$ cat config.mk
export PLATFORM = sky130hd
export DESIGN_NAME = tx_packet_framer_flat
export DESIGN_NICKNAME = d
export VERILOG_FILES = /design/src/rtl/tx_packet_framer_if.sv /design/src/rtl/tx_packet_framer.sv /design/src/flat_wrapper.sv
export SDC_FILE = /design/constraint.sdc
export NUM_CORES = 1
export LEC_CHECK = 0
export BUFFER_PORTS_ARGS = -buffer_cell sky130_fd_sc_hd__buf_4
export CORE_MARGIN = 2
export CORE_UTILIZATION = 45
export DETAILED_ROUTE_END_ITERATION = 8
export SETUP_SLACK_MARGIN = 0.1
export SKIP_LAST_GASP = 1
export SLEW_MARGIN = 30
export SYNTH_ARGS = -nofsm -noshare
export SYNTH_HDL_FRONTEND = slang
export SYNTH_SLANG_ARGS = --single-unit
export TNS_END_PERCENT = 50
$ cat constraint.sdc
create_clock -name clk -period 6.6 [get_ports clk]
set_input_delay 1.32 -clock clk [delete_from_list [all_inputs] [get_ports clk]]
set_output_delay 1.32 -clock clk [all_outputs]
set_load 0.02 [all_outputs]
$ cat src/rtl/tx_packet_framer_if.sv
// Byte-source / modulator side signals of the transmit packet framer.
// The master drives configuration, start, bit strobe and payload bytes;
// the slave (the framer) returns the serial bit and frame status.
interface tx_packet_framer_if #(
    parameter int MAX_PREAMBLE_WIDTH = 8
);
    logic [MAX_PREAMBLE_WIDTH-1:0] TX_PREAMBLE_LEN;
    logic [7:0]                    TX_PAYLOAD_LEN;
    logic                          start;
    logic                          bit_en;
    logic [7:0]                    data_in;
    logic                          data_valid;
    logic                          data_ready;
    logic                          BPSK;
    logic                          tx_active;
    logic                          frame_done;
    logic                          underrun;

    modport master (
        output TX_PREAMBLE_LEN, TX_PAYLOAD_LEN, start, bit_en, data_in, data_valid,
        input  data_ready, BPSK, tx_active, frame_done, underrun
    );

    modport slave (
        input  TX_PREAMBLE_LEN, TX_PAYLOAD_LEN, start, bit_en, data_in, data_valid,
        output data_ready, BPSK, tx_active, frame_done, underrun
    );
endinterface

$ cat src/rtl/tx_packet_framer.sv
// Transmit packet framer: one frame per accepted start pulse, one bit per
// bit_en strobe. Frame = alternating preamble, sync word, payload length
// byte, payload bytes, all MSB first. Payload bytes come through a one-byte
// holding buffer; a byte missing at its boundary is sent as 8'h00 and flags
// a sticky underrun.
module tx_packet_framer #(
    parameter int                    MAX_PREAMBLE_WIDTH = 8,
    parameter int                    SYNC_WIDTH         = 16,
    parameter logic [SYNC_WIDTH-1:0] SYNC_WORD          = 16'hF0C3
) (
    input  logic               clk,
    input  logic               rst,
    tx_packet_framer_if.slave  bus
);

    // Bit counter must hold a full preamble count and a sync-word index.
    localparam int SYNC_CNT_W = $clog2(SYNC_WIDTH) + 1;
    localparam int CNT_W      = (MAX_PREAMBLE_WIDTH > SYNC_CNT_W) ? MAX_PREAMBLE_WIDTH : SYNC_CNT_W;
    // Shift register is left aligned and must hold either the sync word or a byte.
    localparam int SR_W       = (SYNC_WIDTH > 8) ? SYNC_WIDTH : 8;

    // TAIL waits for the strobe that ends the last bit's period.
    typedef enum logic [2:0] {
        IDLE,
        PREAMBLE,
        SYNC,
        LENGTH,
        PAYLOAD,
        TAIL
    } state_t;

    state_t                        state;
    logic [CNT_W-1:0]              bit_cnt;
    logic [7:0]                    byte_cnt;
    logic [7:0]                    fetch_cnt;
    logic [MAX_PREAMBLE_WIDTH-1:0] pre_len;
    logic [7:0]                    pay_len;
    logic [SR_W-1:0]               shreg;
    logic [7:0]                    buf_q;
    logic                          buf_valid;
    logic                          bpsk_q;
    logic                          active_q;
    logic                          done_q;
    logic                          underrun_q;

    logic                          data_ready_int;
    logic                          fetch;
    logic [CNT_W-1:0]              bit_cnt_inc;
    logic                          last_pre;
    logic                          last_sync;
    logic                          last8;
    logic [7:0]                    load_byte;

    // Handshake and bit-position decodes derived from registered state only.
    always_comb begin
        data_ready_int = active_q & ~buf_valid & (fetch_cnt < pay_len);
        fetch          = bus.data_valid & data_ready_int;
        bit_cnt_inc    = bit_cnt + CNT_W'(1);
        last_pre       = (bit_cnt_inc == CNT_W'(pre_len));
        last_sync      = (bit_cnt == CNT_W'(SYNC_WIDTH - 1));
        last8          = (bit_cnt == CNT_W'(7));
        load_byte      = buf_valid ? buf_q : 8'h00;
    end

    // Frame sequencer, byte buffer and registered outputs.
    // NOTE: all state here uses non-blocking assignments so every register
    // sees the pre-edge values of the others, whatever the statement order.
    always_ff @(posedge clk) begin
        if (rst) begin
            // NOTE: the holding buffer is a single register, so it is cleared
            // with everything else; only buf_valid actually matters.
            state      <= IDLE;
            bit_cnt    <= '0;
            byte_cnt   <= '0;
            fetch_cnt  <= '0;
            pre_len    <= '0;
            pay_len    <= '0;
            shreg      <= '0;
            buf_q      <= '0;
            buf_valid  <= 1'b0;
            bpsk_q     <= 1'b0;
            active_q   <= 1'b0;
            done_q     <= 1'b0;
            underrun_q <= 1'b0;
        end else begin
            done_q <= 1'b0;

            if (fetch) begin
                buf_q     <= bus.data_in;
                buf_valid <= 1'b1;
                fetch_cnt <= fetch_cnt + 8'd1;
            end

            if (state == IDLE) begin
                // bit_en in the start cycle is deliberately ignored.
                if (bus.start) begin
                    pre_len    <= bus.TX_PREAMBLE_LEN;
                    pay_len    <= bus.TX_PAYLOAD_LEN;
                    active_q   <= 1'b1;
                    underrun_q <= 1'b0;
                    bit_cnt    <= '0;
                    byte_cnt   <= '0;
                    fetch_cnt  <= '0;
                    buf_valid  <= 1'b0;
                    shreg      <= SR_W'(SYNC_WORD) << (SR_W - SYNC_WIDTH);
                    state      <= (bus.TX_PREAMBLE_LEN == '0) ? SYNC : PREAMBLE;
                end
            end else if (bus.bit_en) begin
                case (state)
                    PREAMBLE: begin
                        bpsk_q <= bit_cnt[0];
                        if (last_pre) begin
                            bit_cnt <= '0;
                            state   <= SYNC;
                        end else begin
                            bit_cnt <= bit_cnt_inc;
                        end
                    end
                    SYNC: begin
                        bpsk_q <= shreg[SR_W-1];
                        if (last_sync) begin
                            bit_cnt <= '0;
                            shreg   <= SR_W'(pay_len) << (SR_W - 8);
                            state   <= LENGTH;
                        end else begin
                            bit_cnt <= bit_cnt_inc;
                            shreg   <= shreg << 1;
                        end
                    end
                    LENGTH: begin
                        bpsk_q <= shreg[SR_W-1];
                        shreg  <= shreg << 1;
                        if (last8) begin
                            bit_cnt <= '0;
                            state   <= (pay_len == 8'd0) ? TAIL : PAYLOAD;
                        end else begin
                            bit_cnt <= bit_cnt_inc;
                        end
                    end
                    PAYLOAD: begin
                        if (bit_cnt == '0) begin
                            // Byte boundary: take the buffered byte (or zero on underrun).
                            bpsk_q   <= load_byte[7];
                            shreg    <= SR_W'(load_byte) << (SR_W - 7);
                            byte_cnt <= byte_cnt + 8'd1;
                            if (!buf_valid) underrun_q <= 1'b1;
                            if (!fetch) buf_valid <= 1'b0;
                        end else begin
                            bpsk_q <= shreg[SR_W-1];
                            shreg  <= shreg << 1;
                        end
                        if (last8) begin
                            bit_cnt <= '0;
                            if (byte_cnt == pay_len) state <= TAIL;
                        end else begin
                            bit_cnt <= bit_cnt_inc;
                        end
                    end
                    TAIL: begin
                        bpsk_q   <= 1'b0;
                        active_q <= 1'b0;
                        done_q   <= 1'b1;
                        state    <= IDLE;
                    end
                    default: state <= IDLE;
                endcase
            end
        end
    end

    assign bus.data_ready = data_ready_int;
    assign bus.BPSK       = bpsk_q;
    assign bus.tx_active  = active_q;
    assign bus.frame_done = done_q;
    assign bus.underrun   = underrun_q;

endmodule

$ cat src/flat_wrapper.sv
// flat-port wrapper written by rule: the top's interface ports become plain ports
module tx_packet_framer_flat 
#(
    parameter int                    MAX_PREAMBLE_WIDTH = 8,
    parameter int                    SYNC_WIDTH         = 16,
    parameter logic [SYNC_WIDTH-1:0] SYNC_WORD          = 16'hF0C3
)
  (clk, rst, bus_TX_PREAMBLE_LEN, bus_TX_PAYLOAD_LEN, bus_start, bus_bit_en, bus_data_in, bus_data_valid, bus_data_ready, bus_BPSK, bus_tx_active, bus_frame_done, bus_underrun);
  tx_packet_framer_if #(.MAX_PREAMBLE_WIDTH(MAX_PREAMBLE_WIDTH)) bus_i ();
  input  logic clk;
  input  logic rst;
  input wire logic [$bits(bus_i.TX_PREAMBLE_LEN)-1:0] bus_TX_PREAMBLE_LEN;
  input wire logic [$bits(bus_i.TX_PAYLOAD_LEN)-1:0] bus_TX_PAYLOAD_LEN;
  input wire logic [$bits(bus_i.start)-1:0] bus_start;
  input wire logic [$bits(bus_i.bit_en)-1:0] bus_bit_en;
  input wire logic [$bits(bus_i.data_in)-1:0] bus_data_in;
  input wire logic [$bits(bus_i.data_valid)-1:0] bus_data_valid;
  output wire logic [$bits(bus_i.data_ready)-1:0] bus_data_ready;
  output wire logic [$bits(bus_i.BPSK)-1:0] bus_BPSK;
  output wire logic [$bits(bus_i.tx_active)-1:0] bus_tx_active;
  output wire logic [$bits(bus_i.frame_done)-1:0] bus_frame_done;
  output wire logic [$bits(bus_i.underrun)-1:0] bus_underrun;
  assign bus_i.TX_PREAMBLE_LEN = bus_TX_PREAMBLE_LEN;
  assign bus_i.TX_PAYLOAD_LEN = bus_TX_PAYLOAD_LEN;
  assign bus_i.start = bus_start;
  assign bus_i.bit_en = bus_bit_en;
  assign bus_i.data_in = bus_data_in;
  assign bus_i.data_valid = bus_data_valid;
  assign bus_data_ready = bus_i.data_ready;
  assign bus_BPSK = bus_i.BPSK;
  assign bus_tx_active = bus_i.tx_active;
  assign bus_frame_done = bus_i.frame_done;
  assign bus_underrun = bus_i.underrun;
  tx_packet_framer #(.MAX_PREAMBLE_WIDTH(MAX_PREAMBLE_WIDTH), .SYNC_WIDTH(SYNC_WIDTH), .SYNC_WORD(SYNC_WORD)) u_core (.clk(clk), .rst(rst), .bus(bus_i));
endmodule
== After elaboration in Yosys (flattened, before gate mapping) ==
Index checks and enable logic that the tools add are counted.
Storage, ports and cells
  register bits after elaboration: 72
Cells by class
  add/sub/neg operators: 3
  mux-type cells: 52
  eq/ne operators: 16
  reductions and logical operators: 22
  bitwise gates (word level): 6
  order comparisons: 1
Operators by type and width (count)
  8-bit two-way mux: 14
  16-bit two-way mux: 5
  16-bit one-hot mux with 3 select lines: 1
  8-bit by 1-bit adder with 8-bit output (second input constant): 3
  8-bit logical NOT: 3
  3-bit two-way mux: 8
  8-bit one-hot mux with 3 select lines: 1
  1-bit two-way mux: 20
  8-bit == test: 2
  3-bit by 1-bit != test with 1-bit output (second input constant): 5
  3-bit one-hot mux with 4 select lines: 1
  3-bit AND reduction: 4
  4-bit nonzero test: 3
  8-bit by 3-bit == test with 1-bit output (second input constant): 1
  8-bit by 4-bit == test with 1-bit output (second input constant): 1
  8-bit < comparator: 1
  2-bit nonzero test: 4
  7-bit AND reduction: 1
  3-bit by 2-bit == test with 1-bit output (second input constant): 2
  3-bit == test (second input constant): 2
  5-bit AND reduction: 1
  2-bit != test (second input constant): 2
  1-bit one-hot mux with 4 select lines: 1
  4-bit AND reduction: 1
  other kinds (8): 13

== Longest topological paths before layout ==
  word-level depth: 10
  depth in mapped cells: 10
  depth with buffers taken out: 9

== Worst setup path before layout ==
Ideal clock, no wire load.
  path kind: register to output
  start point: register u_core.pay_len[1]
  end point: output port bus_data_ready
  required time: 5280 ps
  setup slack: 3586 ps
  stages on the path, launching flop included: 6
  arrival: 1694 ps
  path through: dfxtp_1 > inv_1 > ha_1 > a21o_1 > a211o_1 > a21oi_1
On the way
  longest elaborated chain between the ends: 2
RTL lines
  start, declared: RTL line tx_packet_framer.sv:37  | logic [7:0] pay_len;
  start signal, assigned: RTL line tx_packet_framer.sv:98  | pay_len <= bus.TX_PAYLOAD_LEN;
  8-bit < comparator: RTL line tx_packet_framer.sv:56  | data_ready_int = active_q & ~buf_valid & (fetch_cnt < pay_len);
  1-bit AND: RTL line tx_packet_framer.sv:56
  end, declared: RTL line flat_wrapper.sv:18  | output wire logic [$bits(bus_i.data_ready)-1:0] bus_data_ready;
No other way between the ends.

== Worst setup path after layout ==
Ends and elaborated chain as after synthesis.

==> results.yml <==
yosys:
  syn_area_um2: 3760
  ys_types: 60
  synth_top_area_share_pct: 38.3
  synth_area_per_cell_um2: 8.12
  synth_nets: 503
  yosysMostFrequentCell: "dfxtp_1"
  ys_seq_area_share_pct: 38.3
  yosys_warnings: 0
  async_flop_share_pct: 0
  synthTopCellsByArea: "dfxtp_1, nand2_1, a21oi_1"
  synth_top_area_cell: "dfxtp_1"
  synth_edf_count: 0
  netlist_instances: 463
  ys.flop_type: "dfxtp_1"
  ys_ff_latch: 72
  yosys-top-cells-count: "dfxtp_1, nand2_1, nor2_1"
finish:
  nets: 526
  fill_cells: 803
  final-seq-area_um2: 1440
  n_antenna_cell: 0
  syn_to_final_growth_pct: 13.9
  drive_above_1_share_pct: 11.6
  multiInputGateArea_um2: 2170
timing:
  fin_crit_ns: 3.65
  fin_skew_ns: 0.0115
  timing.slew.headroom_pct: 48.2
  finalCritPeriodShare_pct: 55.2
  setup_violations: 0
  maxSlewViolCount: 0
  setup_slack_ns: 2.95
  tns_ns: 0
  finalHoldViolations: 0
  tightest_slew_ns: 0.771
  holdWs_ns: 0.461
  max_freq_ghz: 0.274
  rsz0062_at_grt: "no"
worst_setup_path:
  crit_arrival_ns: 2.33
  ff2ff_setup_slack_ns: 3.62
  critical_path.max_fanout: 8
  cp-end-kind: "output port"
  rr_worst_depth: 6
  required_ns: 5.28
  crit_type: "flip-flop to output port"
  startpoint_type: "flip-flop"
cts:
  post-cts-setup-buffers: 0
  cts.hold.buffers_added: 0
  ctsResizeCount: 0
  htreeDepth: 3
  clk_pin_slew_ns: 0.09
  cts_buffer_depth: 2
  cts_made_buffers: 9
  clk_latency_ns: 0.36
  cts.sinks: 72
  cts_tree: "done"
  clock-root-buffer: "clkbuf_8"
pwr:
  netSwitchingFraction_pct: 36.6
  p_seq_share_pct: 41.1
  vdd.ir_drop.worst_mv: 0.137
  internal-power_w: 0.000873
  power_frac_comb_pct: 30.1
  p_leak_nw: 1.67
  switching_power_w: 0.000505
  clkPwrFrac_pct: 28.8
  pwr_density_cell_nw_per_um2: 322
detailed_routing:
  wl_um: 8880
  top_layer: "met4"
  routed-wl-met3_um: 387
  dr_wl_met2_um: 3900
  post_drt_wl_per_cell_um: 14.9
  first_pass_iters: 4
  avgViaCountPerCell: 5.51
  drtIter0Drc: 232
  drc: 0
  dr_total_vias: 3282
  wl_met1_um: 4420
  route.antenna.remaining_nets: 0
grt:
  grt_pass1_vias: 3026
  grt_usage_pct: 21.2
  grt_pass1_wl_um: 14900
  antenna_found_initial: 0
  grt_max_degree: 51
  grt-ovfl-total: 0
placement:
  gp_congestion: 0.841
  dp_hpwl_um: 6410
  dp_slack_ns: 3.10
  port_buffers: 33
worst_hold_path:
  worstHoldPathType: "flip-flop to flip-flop"
  whs_path_depth: 2
floorplan:
  fp.dieH_um: 95.4
  row_count: 33
  die_area_um2: 9100
  die_x_um: 95.4
  ioPinCount: 34
  core_area_um2: 8180
  start_util_pct: 46.0
status:
  outcome: "completed"
job:
  cap_violations: 0
-- flip-flops by register name, summed over array words and instances (netlist names), 3 cells and up --
signal / count
u_core.state: 3
u_core.bit_cnt: 8
u_core.shreg: 16
u_core.pay_len: 8
u_core.buf_q: 8
u_core.fetch_cnt: 8
u_core.pre_len: 8
u_core.byte_cnt: 8
-- per-layer routing --
metal,global-route usage (%),vias up
met1,30.3,1535
met4,8.93,0
met3,3.72,14
li1,-,1675
met5,0,-
met2,31.4,58
-- cell type report --
class	instances	share of cell area, %
Clock buffer	9	2.89
Tap cell	105	3.07
Sequential cell	72	33.7
Multi-Input combinational cell	354	50.7
Clock inverter	7	2.40
Inverter	15	1.31
Timing Repair Buffer	34	5.96
-- worst max-delay path, stage by stage, from the launching register on --
cell	delay (ns)
dfxtp_1	0.46
inv_1	0.07
ha_1	0.29
a21o_1	0.16
a211o_1	0.29
a21oi_1	0.45
buf_4	0.24
-- kinds of logic (layout without fill, tap and decap cells) --
| family | count (synthesis) | count (layout) | share of synthesized area [%] |
|---|---|---|---|
| AND/OR/NAND/NOR | 198 | 198 | 25.3 |
| AO/OA/AOI/OAI | 99 | 99 | 17.8 |
| flip-flops | 72 | 72 | 38.3 |
| buffers and inverters | 37 | 65 | 3.86 |
| XOR/XNOR | 36 | 36 | 8.39 |
| adder cells (fa/ha/maj) | 11 | 11 | 3.66 |
| multiplexers | 10 | 10 | 2.66 |
-- through the flow --
stage               instances  instance area [um^2]  utilization [%]  power (W)
floorplan                 463                  3760                -   0.000873
global placement          580                  4060             49.6   0.000986
detailed placement        580                  4060             49.6   0.000990
CTS                       596                  4280             52.4    0.00139
global route              596                  4280             52.4    0.00147
finish                    596                  4280             52.4    0.00138
-- final timing paths --
check,from,to
max,u_core.pay_len[1]$_SDFFE_PP0P_,bus_data_ready
min reg2reg,u_core.shreg[5]$_SDFFE_PP0P_,u_core.shreg[5]$_SDFFE_PP0P_
min,u_core.shreg[5]$_SDFFE_PP0P_,u_core.shreg[5]$_SDFFE_PP0P_
max reg2reg,u_core.state[2]$_SDFFE_PP0P_,u_core.shreg[13]$_SDFFE_PP0P_
-- power groups by stage --
stage	registers, W	clock network (W)	logic [W]
after floorplan	0.000550	0	0.000322
after detailed placement	0.000576	0	0.000414
after global routing	0.000576	0.000426	0.000468
after global placement	0.000576	0	0.000410
after CTS	0.000566	0.000406	0.000416
final	0.000566	0.000397	0.000415
-- layout by cell type (no fill, tap or decap), types with 6 or more instances in the layout --
cell	Yosys	routed
a21oi_1	42	42
and3_1	6	6
buf_4	1	34
clkbuf_8	0	9
dfxtp_1	72	72
ha_1	11	11
inv_1	14	14
mux2i_1	10	10
nand2_1	70	70
nand2b_1	6	6
nand3_1	24	24
nand4_1	7	7
nor2_1	53	53
o21ai_0	8	8
xnor2_1	12	12
xor2_1	24	24
(Power assumes the default switching activity.)
